**src/rtl/debug_reg_uart_tx_pkg.sv**
```systemverilog
// Shared constants for the debug-register UART monitor: register IDs,
// frame geometry, serializer state encodings and frame byte selection.
package debug_reg_uart_tx_pkg;

    localparam int NUM_REGS      = 5;
    localparam int FRAME_BYTES   = 6;
    localparam int BITS_PER_BYTE = 10;

    // Header byte sent for each monitored register, in priority order.
    localparam logic [7:0] REG_ID_R8  = 8'h08;
    localparam logic [7:0] REG_ID_R16 = 8'h10;
    localparam logic [7:0] REG_ID_R17 = 8'h11;
    localparam logic [7:0] REG_ID_R18 = 8'h12;
    localparam logic [7:0] REG_ID_R19 = 8'h13;

    // Serializer FSM encodings.
    typedef logic [1:0] uart_state_t;
    localparam uart_state_t ST_IDLE  = 2'd0;
    localparam uart_state_t ST_START = 2'd1;
    localparam uart_state_t ST_DATA  = 2'd2;
    localparam uart_state_t ST_STOP  = 2'd3;

    // Map a priority slot (0 = highest) to its header byte.
    function automatic logic [7:0] reg_id(input logic [2:0] idx);
        case (idx)
            3'd0:    reg_id = REG_ID_R8;
            3'd1:    reg_id = REG_ID_R16;
            3'd2:    reg_id = REG_ID_R17;
            3'd3:    reg_id = REG_ID_R18;
            default: reg_id = REG_ID_R19;
        endcase
    endfunction

    // Byte idx of a frame: header, value MSB first, then XOR checksum.
    function automatic logic [7:0] frame_byte(input logic [7:0]  hdr,
                                              input logic [31:0] val,
                                              input logic [2:0]  idx);
        case (idx)
            3'd0:    frame_byte = hdr;
            3'd1:    frame_byte = val[31:24];
            3'd2:    frame_byte = val[23:16];
            3'd3:    frame_byte = val[15:8];
            3'd4:    frame_byte = val[7:0];
            default: frame_byte = hdr ^ val[31:24] ^ val[23:16] ^ val[15:8] ^ val[7:0];
        endcase
    endfunction

endpackage

```
**src/rtl/debug_reg_uart_tx_uart_tx_byte.sv**
```systemverilog
// 8N1 byte serializer. ready is also asserted in the final cycle of STOP so
// the next byte of a frame can follow with no idle gap.
module uart_tx_byte
    import debug_reg_uart_tx_pkg::*;
#(
    parameter int CLKS_PER_BIT = 868
) (
    input  logic       clk,
    input  logic       rst_n,
    input  logic       start,
    input  logic [7:0] data,
    output logic       ready,
    output logic       tx
);

    localparam int CNT_W = $clog2(CLKS_PER_BIT);
    localparam logic [CNT_W-1:0] CNT_LAST = CNT_W'(CLKS_PER_BIT - 1);

    uart_state_t      state_q, state_d;
    logic [CNT_W-1:0] cnt_q, cnt_d;
    logic [2:0]       bit_q, bit_d;
    logic [7:0]       shift_q, shift_d;
    logic             bit_last;

    assign bit_last = (cnt_q == CNT_LAST);
    assign ready    = (state_q == ST_IDLE) || ((state_q == ST_STOP) && bit_last);

    // Next-state logic: bit timing, bit counting and shifting.
    always_comb begin
        state_d = state_q;
        cnt_d   = cnt_q;
        bit_d   = bit_q;
        shift_d = shift_q;
        case (state_q)
            ST_IDLE: begin
                if (start) begin
                    state_d = ST_START;
                    cnt_d   = '0;
                    shift_d = data;
                end
            end
            ST_START: begin
                if (bit_last) begin
                    state_d = ST_DATA;
                    cnt_d   = '0;
                    bit_d   = 3'd0;
                end else begin
                    cnt_d = cnt_q + 1'b1;
                end
            end
            ST_DATA: begin
                if (bit_last) begin
                    cnt_d   = '0;
                    shift_d = {1'b0, shift_q[7:1]};
                    if (bit_q == 3'd7) begin
                        state_d = ST_STOP;
                        bit_d   = 3'd0;
                    end else begin
                        bit_d = bit_q + 3'd1;
                    end
                end else begin
                    cnt_d = cnt_q + 1'b1;
                end
            end
            default: begin
                if (bit_last) begin
                    cnt_d = '0;
                    if (start) begin
                        state_d = ST_START;
                        shift_d = data;
                    end else begin
                        state_d = ST_IDLE;
                    end
                end else begin
                    cnt_d = cnt_q + 1'b1;
                end
            end
        endcase
    end

    // Line level follows the state so reset forces tx high immediately.
    always_comb begin
        case (state_q)
            ST_START: tx = 1'b0;
            ST_DATA:  tx = shift_q[0];
            default:  tx = 1'b1;
        endcase
    end

    // Serializer state registers.
    always_ff @(posedge clk or negedge rst_n) begin
        if (!rst_n) begin
            state_q <= ST_IDLE;
            cnt_q   <= '0;
            bit_q   <= 3'd0;
            shift_q <= 8'h00;
        end else begin
            state_q <= state_d;
            cnt_q   <= cnt_d;
            bit_q   <= bit_d;
            shift_q <= shift_d;
        end
    end

endmodule

```
**src/rtl/debug_reg_uart_tx.sv**
```systemverilog
// Debug monitor: detects changes on five datapath register buses and sends
// each changed register as a 6-byte frame (id, value MSB first, XOR sum).
module debug_reg_uart_tx
    import debug_reg_uart_tx_pkg::*;
#(
    parameter int CLKS_PER_BIT = 868
) (
    input  logic        clk,
    input  logic        rst,
    input  logic [31:0] debug_Rg8,
    input  logic [31:0] debug_Rg16,
    input  logic [31:0] debug_Rg17,
    input  logic [31:0] debug_Rg18,
    input  logic [31:0] debug_Rg19,
    input  logic        force_dump,
    output logic        tx,
    output logic        busy
);

    logic [31:0]         reg_in [NUM_REGS];
    logic [NUM_REGS-1:0] pending_vec;
    logic                sel_valid;
    logic [2:0]          sel_idx;
    logic                capture;
    logic                ser_ready;
    logic                ser_start;
    logic [7:0]          ser_data;

    logic                frame_active_q, frame_active_d;
    logic [2:0]          byte_idx_q, byte_idx_d;
    logic [7:0]          hdr_q, hdr_d;
    logic [31:0]         val_q, val_d;

    // Slot order is also arbitration priority.
    assign reg_in[0] = debug_Rg8;
    assign reg_in[1] = debug_Rg16;
    assign reg_in[2] = debug_Rg17;
    assign reg_in[3] = debug_Rg18;
    assign reg_in[4] = debug_Rg19;

    // Highest-priority pending register: scan from lowest priority upward.
    always_comb begin
        sel_valid = |pending_vec;
        sel_idx   = 3'd0;
        for (int i = NUM_REGS - 1; i >= 0; i--) begin
            if (pending_vec[i]) begin
                sel_idx = 3'(i);
            end
        end
    end

    assign capture = !frame_active_q && sel_valid && ser_ready;

    genvar gi;
    generate
        for (gi = 0; gi < NUM_REGS; gi++) begin : g_reg
            logic [31:0] shadow_q, shadow_d;
            logic        pend_q, pend_d;

            // Change detect; capture clears, but force_dump overrides it.
            always_comb begin
                shadow_d = shadow_q;
                pend_d   = pend_q;
                if (reg_in[gi] != shadow_q) begin
                    pend_d = 1'b1;
                end
                if (capture && (sel_idx == 3'(gi))) begin
                    shadow_d = reg_in[gi];
                    pend_d   = 1'b0;
                end
                if (force_dump) begin
                    pend_d = 1'b1;
                end
            end

            // Shadow and pending flops for this register.
            always_ff @(posedge clk or negedge rst) begin
                if (!rst) begin
                    shadow_q <= 32'h0000_0000;
                    pend_q   <= 1'b0;
                end else begin
                    shadow_q <= shadow_d;
                    pend_q   <= pend_d;
                end
            end

            assign pending_vec[gi] = pend_q;
        end
    endgenerate

    // Frame sequencing: start byte 0 on capture, chain bytes 1-5 back to back.
    always_comb begin
        frame_active_d = frame_active_q;
        byte_idx_d     = byte_idx_q;
        hdr_d          = hdr_q;
        val_d          = val_q;
        ser_start      = 1'b0;
        ser_data       = frame_byte(hdr_q, val_q, byte_idx_q + 3'd1);
        if (capture) begin
            frame_active_d = 1'b1;
            byte_idx_d     = 3'd0;
            hdr_d          = reg_id(sel_idx);
            val_d          = reg_in[sel_idx];
            ser_start      = 1'b1;
            ser_data       = reg_id(sel_idx);
        end else if (frame_active_q && ser_ready) begin
            if (byte_idx_q < 3'(FRAME_BYTES - 1)) begin
                ser_start  = 1'b1;
                byte_idx_d = byte_idx_q + 3'd1;
            end else begin
                frame_active_d = 1'b0;
                byte_idx_d     = 3'd0;
            end
        end
    end

    // Frame buffer and byte index registers.
    always_ff @(posedge clk or negedge rst) begin
        if (!rst) begin
            frame_active_q <= 1'b0;
            byte_idx_q     <= 3'd0;
            hdr_q          <= 8'h00;
            val_q          <= 32'h0000_0000;
        end else begin
            frame_active_q <= frame_active_d;
            byte_idx_q     <= byte_idx_d;
            hdr_q          <= hdr_d;
            val_q          <= val_d;
        end
    end

    assign busy = frame_active_q;

    uart_tx_byte #(
        .CLKS_PER_BIT(CLKS_PER_BIT)
    ) u_ser (
        .clk  (clk),
        .rst_n(rst),
        .start(ser_start),
        .data (ser_data),
        .ready(ser_ready),
        .tx   (tx)
    );

endmodule

```
**config.mk**
```make
export PLATFORM = sky130hd
export DESIGN_NAME = debug_reg_uart_tx
export DESIGN_NICKNAME = d
export VERILOG_FILES = /design/src/rtl/debug_reg_uart_tx_pkg.sv /design/src/rtl/debug_reg_uart_tx_uart_tx_byte.sv /design/src/rtl/debug_reg_uart_tx.sv
export SDC_FILE = /design/constraint.sdc
export NUM_CORES = 1
export LEC_CHECK = 0
export BUFFER_PORTS_ARGS = -buffer_cell sky130_fd_sc_hd__buf_4
export CORE_ASPECT_RATIO = 0.6
export CORE_MARGIN = 5
export CORE_UTILIZATION = 50
export CTS_BUF_LIST = sky130_fd_sc_hd__clkbuf_4
export DETAILED_ROUTE_END_ITERATION = 16
export MAX_ROUTING_LAYER = met4
export PLACE_DENSITY = 0.71
export SLEW_MARGIN = 15
export SYNTH_ARGS = -nofsm -noshare
export SYNTH_HDL_FRONTEND = slang
export SYNTH_SLANG_ARGS = --single-unit
```
**constraint.sdc**
```tcl
create_clock -name clk -period 3.2 [get_ports clk]
set_clock_uncertainty 0.15 [all_clocks]
set_input_delay 0.16 -clock clk [delete_from_list [all_inputs] [get_ports clk]]
set_output_delay 0.16 -clock clk [all_outputs]
set_load 0.02 [all_outputs]
```
; After elaboration in Yosys (flattened, before gate mapping)
; Cells that the tools add are included.
[classes]
reduce_logical = 27
muxes = 54
bitwise_logic = 6
n_eq_ne = 23
n_lt_le_gt_ge = 2
addsub = 3
[op_table]
columns = cell, n
row1 = $ne 32x32->1, 5
row2 = $bmux 32 s3, 1
row3 = $mux 32, 2
row4 = $pmux 8 s5, 1
row5 = $mux 3, 11
row6 = $mux 8, 4
row7 = $xor 8x8->8, 4
row8 = $mux 10, 3
row9 = $pmux 8 s3, 1
row10 = $mux 1, 22
row11 = $pmux 5 s4, 1
row12 = $reduce_bool 3->1, 5
row13 = $eq 3x2->1 const B, 4
row14 = $add 10x1->10 const B, 1
row15 = $eq 10x10->1 const B, 1
row16 = $mux 2, 5
row17 = $eq 3x3->1 const B, 3
row18 = $logic_and 1x1->1, 9
row19 = $add 3x1->3 const B, 2
row20 = $eq 3x1->1 const B, 2
row21 = $logic_not 3->1, 2
row22 = $ne 2x1->1 const B, 3
row23 = $pmux 2 s3, 1
row24 = $pmux 3 s2, 1
row25 = 16 further kinds, 21
[word_totals]
register_bits = 232
wordCells = 133

; Logic depth before layout (Yosys ltp)
[logic_depth]
word_depth = 11
mapped_depth = 10
depth_no_buf = 8

; Hierarchy
; From an unflattened synthesis, not the netlist that was laid out.
[hier_totals]
cells_unflattened = 1087
area_unflattened_um2 = 12420.7
[by_module_without_submodules]
columns = module, area_each_um2, cells_per_inst, n_inst
row1 = debug_reg_uart_tx, 11096.9, 961, 1
row2 = uart_tx_byte, 1323.8, 126, 1

; Least setup slack after synthesis
; No wires, ideal clock.
[synth_timing]
path_type = reg-to-reg
from = register byte_idx_q[0]
to = register u_ser.shift_q[6]
path_stages_with_launch = 11
setup_slack_ns = 0.838
arrival_time_ns = 2.135
required_time_ns = 2.973
path_buffers = 2
path_cell_list = dfrtp_1 inv_1 ha_1 clkbuf_1 or3_1 a21oi_2 buf_4 a311oi_1 a2111oi_2 a21oi_1 a21oi_1
[synth_between]
elab_chain_cells = 7
elab_cells_between_ends = 15
classes_between = add/sub: 1 / order compare: 1 / eq/ne: 4 / mux: 8 / reduce/logical: 1
[synth_rtl]
columns = item, line
row1 = from (decl), debug_reg_uart_tx.sv:30  ; logic [2:0] byte_idx_q, byte_idx_d;
row2 = from (signal assigned), debug_reg_uart_tx.sv:126  ; byte_idx_q <= byte_idx_d;
row3 = $add 3x1->3 / $lt 3x3->1 (equally long branches), "debug_reg_uart_tx.sv:98, debug_reg_uart_tx.sv:107"
row4 = "$eq 3x3->1, or another cell as far along", debug_reg_uart_tx_pkg.sv:38  ; case (idx)
row5 = $pmux 8 s5 / $mux 1 (equally long branches), "debug_reg_uart_tx_pkg.sv:38, debug_reg_uart_tx.sv:106"
row6 = $mux 8 / $mux 1 (equally long branches), debug_reg_uart_tx.sv:99  ; if (capture) begin
row7 = $mux 8 (*), "debug_reg_uart_tx_uart_tx_byte.sv:36, debug_reg_uart_tx_uart_tx_byte.sv:68"
row8 = $mux 8, debug_reg_uart_tx_uart_tx_byte.sv:66  ; if (bit_last) begin
row9 = $pmux 8 s3 (*), debug_reg_uart_tx_uart_tx_byte.sv:34  ; case (state_q)
row10 = to (signal assigned), debug_reg_uart_tx_uart_tx_byte.sv:101  ; shift_q <= shift_d;
row11 = to (decl), debug_reg_uart_tx_uart_tx_byte.sv:22  ; logic [7:0] shift_q, shift_d;
; Every way passes the cells marked *; elsewhere a longest branch is shown, timed or not. The select of a mux whose other input is x is not followed.
; A chain may end at the register's enable or synchronous reset.

; Worst setup path after layout
[layout_timing]
from = register g_reg[3].shadow_q[25]
to = register g_reg[3].pend_q
[layout_between]
elab_chain_cells = 2
[layout_rtl]
columns = item, line
row1 = from (decl), debug_reg_uart_tx.sv:57  ; logic [31:0] shadow_q, shadow_d;
row2 = from (signal assigned), debug_reg_uart_tx.sv:82  ; shadow_q <= shadow_d;
row3 = $ne 32x32->1, debug_reg_uart_tx.sv:64  ; if (reg_in[gi] != shadow_q) begin
row4 = $reduce_bool 3->1 (no line), n/a
row5 = to (signal assigned), debug_reg_uart_tx.sv:83  ; pend_q <= pend_d;
row6 = to (decl), debug_reg_uart_tx.sv:58  ; logic pend_q, pend_d;
; No other way between the ends.

==> qor.yml <==
outcome: "complete, no violations"
clk_latency_ps: 700
synth_area_leaders: "dfrtp_1 46%, mux2_2 11%, xnor2_1 7.0%, xor2_1 6.4%, nand2_1 4.7%"
final_cell_mix: "228 x dfrtp_1, 193 x buf_4, 168 x dlygate4sd3_1"
hold_viol: 0
max_freq_mhz: 340
io_pins: 165
synth_nets: 1321
grt_use_met2: 0.412
power_density_nw_per_um2: 386
synthSimpleGateAreaFrac: 0.104
finalWeightedCongestion: 0.967
clock_sinks: 228
nNetsFinal: 1682
synth_area_per_cell_um2: 10.9
rsz0062_at_grt: "false"
viasPerCell: 5.74
antenna_found_initial: 3
synth_area_leader_cell: "dfrtp_1"
drv_slew: 0
p_leak_nw: 7.27
dpl.hpwl_um: 30100
numCtsBuffers: 56
coreArea_um2: 24400
cts-root-buf: "clkbuf_4"
async_reset_ff_frac: 1.00
grt_max_degree: 95
drc_errors: 0
end_kind: "flip-flop"
wl_um: 42300
crit_type: "flip-flop to flip-flop"
initial_core_util: 0.512
cts_max_level: 2
dieHeight_um: 132
firstDrtPassIters: 8
power_w: 0.00631
drt_iter0_markers: 1078
synthCells: 1145
drive_gt1_frac: 0.279
period_share: 0.920
clk_path_buf_depth: 3
rows: 44
synth-compound-area-share: 0.115
synth_edf_count: 0
synth-seq-cells: 228
die_width_um: 214
syn_area_um2: 12500
ys_warn_count: 0
worstSetupStartpointType: "flip-flop"
ys_seq_area_frac: 0.457
yosysTopAreaCellShare: 0.457
ant_nets: 0
grt_usage: 0.301
cap_violations: 0
synthMuxAreaShare: 0.144
grtUsageMet3: 0.131
grt_pass1_wl_um: 64000
synthFlopType: "dfrtp_1"
drt-wirelength-per-cell_um: 22.8
relSlewSlack: 0.389
finalSetupTns_ps: 0
cts_tree: "built"
portBuffers: 164
final_common_cell: "dfrtp_1"
irDropWorstVdd_uv: 247
synthXorXnorAreaFrac: 0.134
yosysUniqueCellTypes: 66
vias: 10660
tightestPinTransition_ps: 908
crit_arrival_ps: 3390
setup_viol: 0
synth_top_family_by_area: "multiplexers"
grt-busiest-layer: "met1"
grtUsageMet1: 0.415
cts_setup_buffers: 0
grt-ovfl-total: 0
floorplan.die_area_um2: 28400
path_clk_slew_ps: 70
first_global_vias: 10800
cp_max_fo: 2
syn_to_final_growth_pct: 30.9
min_period_ps: 2940
synthAdderAreaFrac: 0.0130
hp-class: "input pin to flip-flop"
cp_data_required_time_ps: 3640
sequential cells by signal (all words and copies together) (netlist names):
register,flops
g.shadow_q,160
val_q,32
u_ser.cnt_q,10
u_ser.shift_q,8
g.pend_q,5
hdr_q,4
byte_idx_q,3
u_ser.bit_q,3
u_ser.state_q,2
busy,1
layer usage:
layer	share of wire	up-vias	wire, um
met5	0	-	0
met4	0.017	0	705
met3	0.13	58	5320
met2	0.42	490	17600
met1	0.44	5282	18600
li1	-	4830	-
per-stage QoR:
| step | hold slack (ps) | worst slack, ps | cells | utilization | area [um2] |
|---|---|---|---|---|---|
| after detailed placement | 94.9 | 498 | 1602 | 0.577 | 14100 |
| final | 59.2 | 257 | 1857 | 0.671 | 16400 |
| after global placement | 97.9 | 619 | 1602 | 0.577 | 14100 |
| after floorplan | -286 | 838 | 1145 | - | 12500 |
| after global routing | 11.2 | 242 | 1857 | 0.671 | 16400 |
| after CTS | 17.4 | 347 | 1854 | 0.670 | 16300 |
power breakdown:
part           internal (W)  leakage, nW  switching (W)  total [W]
Sequential          0.00299         2.71       0.000101    0.00309
Clock               0.00107        0.365        0.00119    0.00226
Combinational      0.000515         4.20       0.000451   0.000966
Total               0.00457         7.27        0.00174    0.00631
worst max-delay path, cell delays in order, from the launching register on:
cell	delay (ps)
dfrtp_1	390
xor2_1	160
nor4_1	600
nand4_1	370
nor4_1	310
dlygate4sd3_1	590
nand4_1	70
a21o_1	190
cells by family (layout without fill, tap and decap cells):
logic type | after synthesis | count (layout)
buffers and inverters | 72 | 459
muxes | 161 | 161
AOI/OAI and AO/OA | 199 | 199
adders and majority gates | 13 | 13
xor gates and xnor gates | 191 | 191
other | 0 | 3
DFF | 228 | 228
and+or+nand+nor | 281 | 281
cell usage after synthesis, drive strengths merged, types with 2 or more instances:
master	instances
o21ai	65
a311oi	5
nor2b	2
ha	13
a2111oi	6
a21oi	20
or2	2
xnor2	100
and3	8
nand3	8
a32o	3
a22o	2
a222oi	18
clkbuf	23
nor3	6
nand2	158
mux2	139
a22oi	14
nor4	26
mux2i	22
a21o	9
nand2b	3
a221o	3
o221ai	9
dfrtp	228
o211ai	27
inv	9
nand4	22
a31oi	3
buf	40
o21bai	2
xor2	91
nor2	36
and2	2
nand3b	2
o31ai	5
area by class of cell:
type	instances	area, um2
inverters	9	33.8
repair buffers	366	3230
well taps	322	403
clock buffers	75	563
multi-input cells	845	6380
clock inverters	9	41.3
flip-flops and latches	228	5710
diodes	3	7.51
fillers	1823	8030
final timing paths:
check,start,end,slack (ps),cells after the start
max in group asynchronous,rst,val_q[21],1480,4
worst max register to register,g_reg[3].shadow_q[25],g_reg[3].pend_q,260,7
worst min register to register,g_reg[4].shadow_q[14],g_reg[4].shadow_q[14],350,2
worst max-delay path,g_reg[3].shadow_q[25],g_reg[3].pend_q,260,7
worst min-delay path,debug_Rg19[9],g_reg[4].shadow_q[9],60,4
min in group asynchronous,rst,g_reg[4].shadow_q[14],470,3
timing repair:
action	CTS	global route
resized for setup	0	1
setup endpoints to repair	0	1
endpoints found under the hold margin	425	0
hold buffers	168	0
No activity file was read; power rests on OpenSTA's default activity.
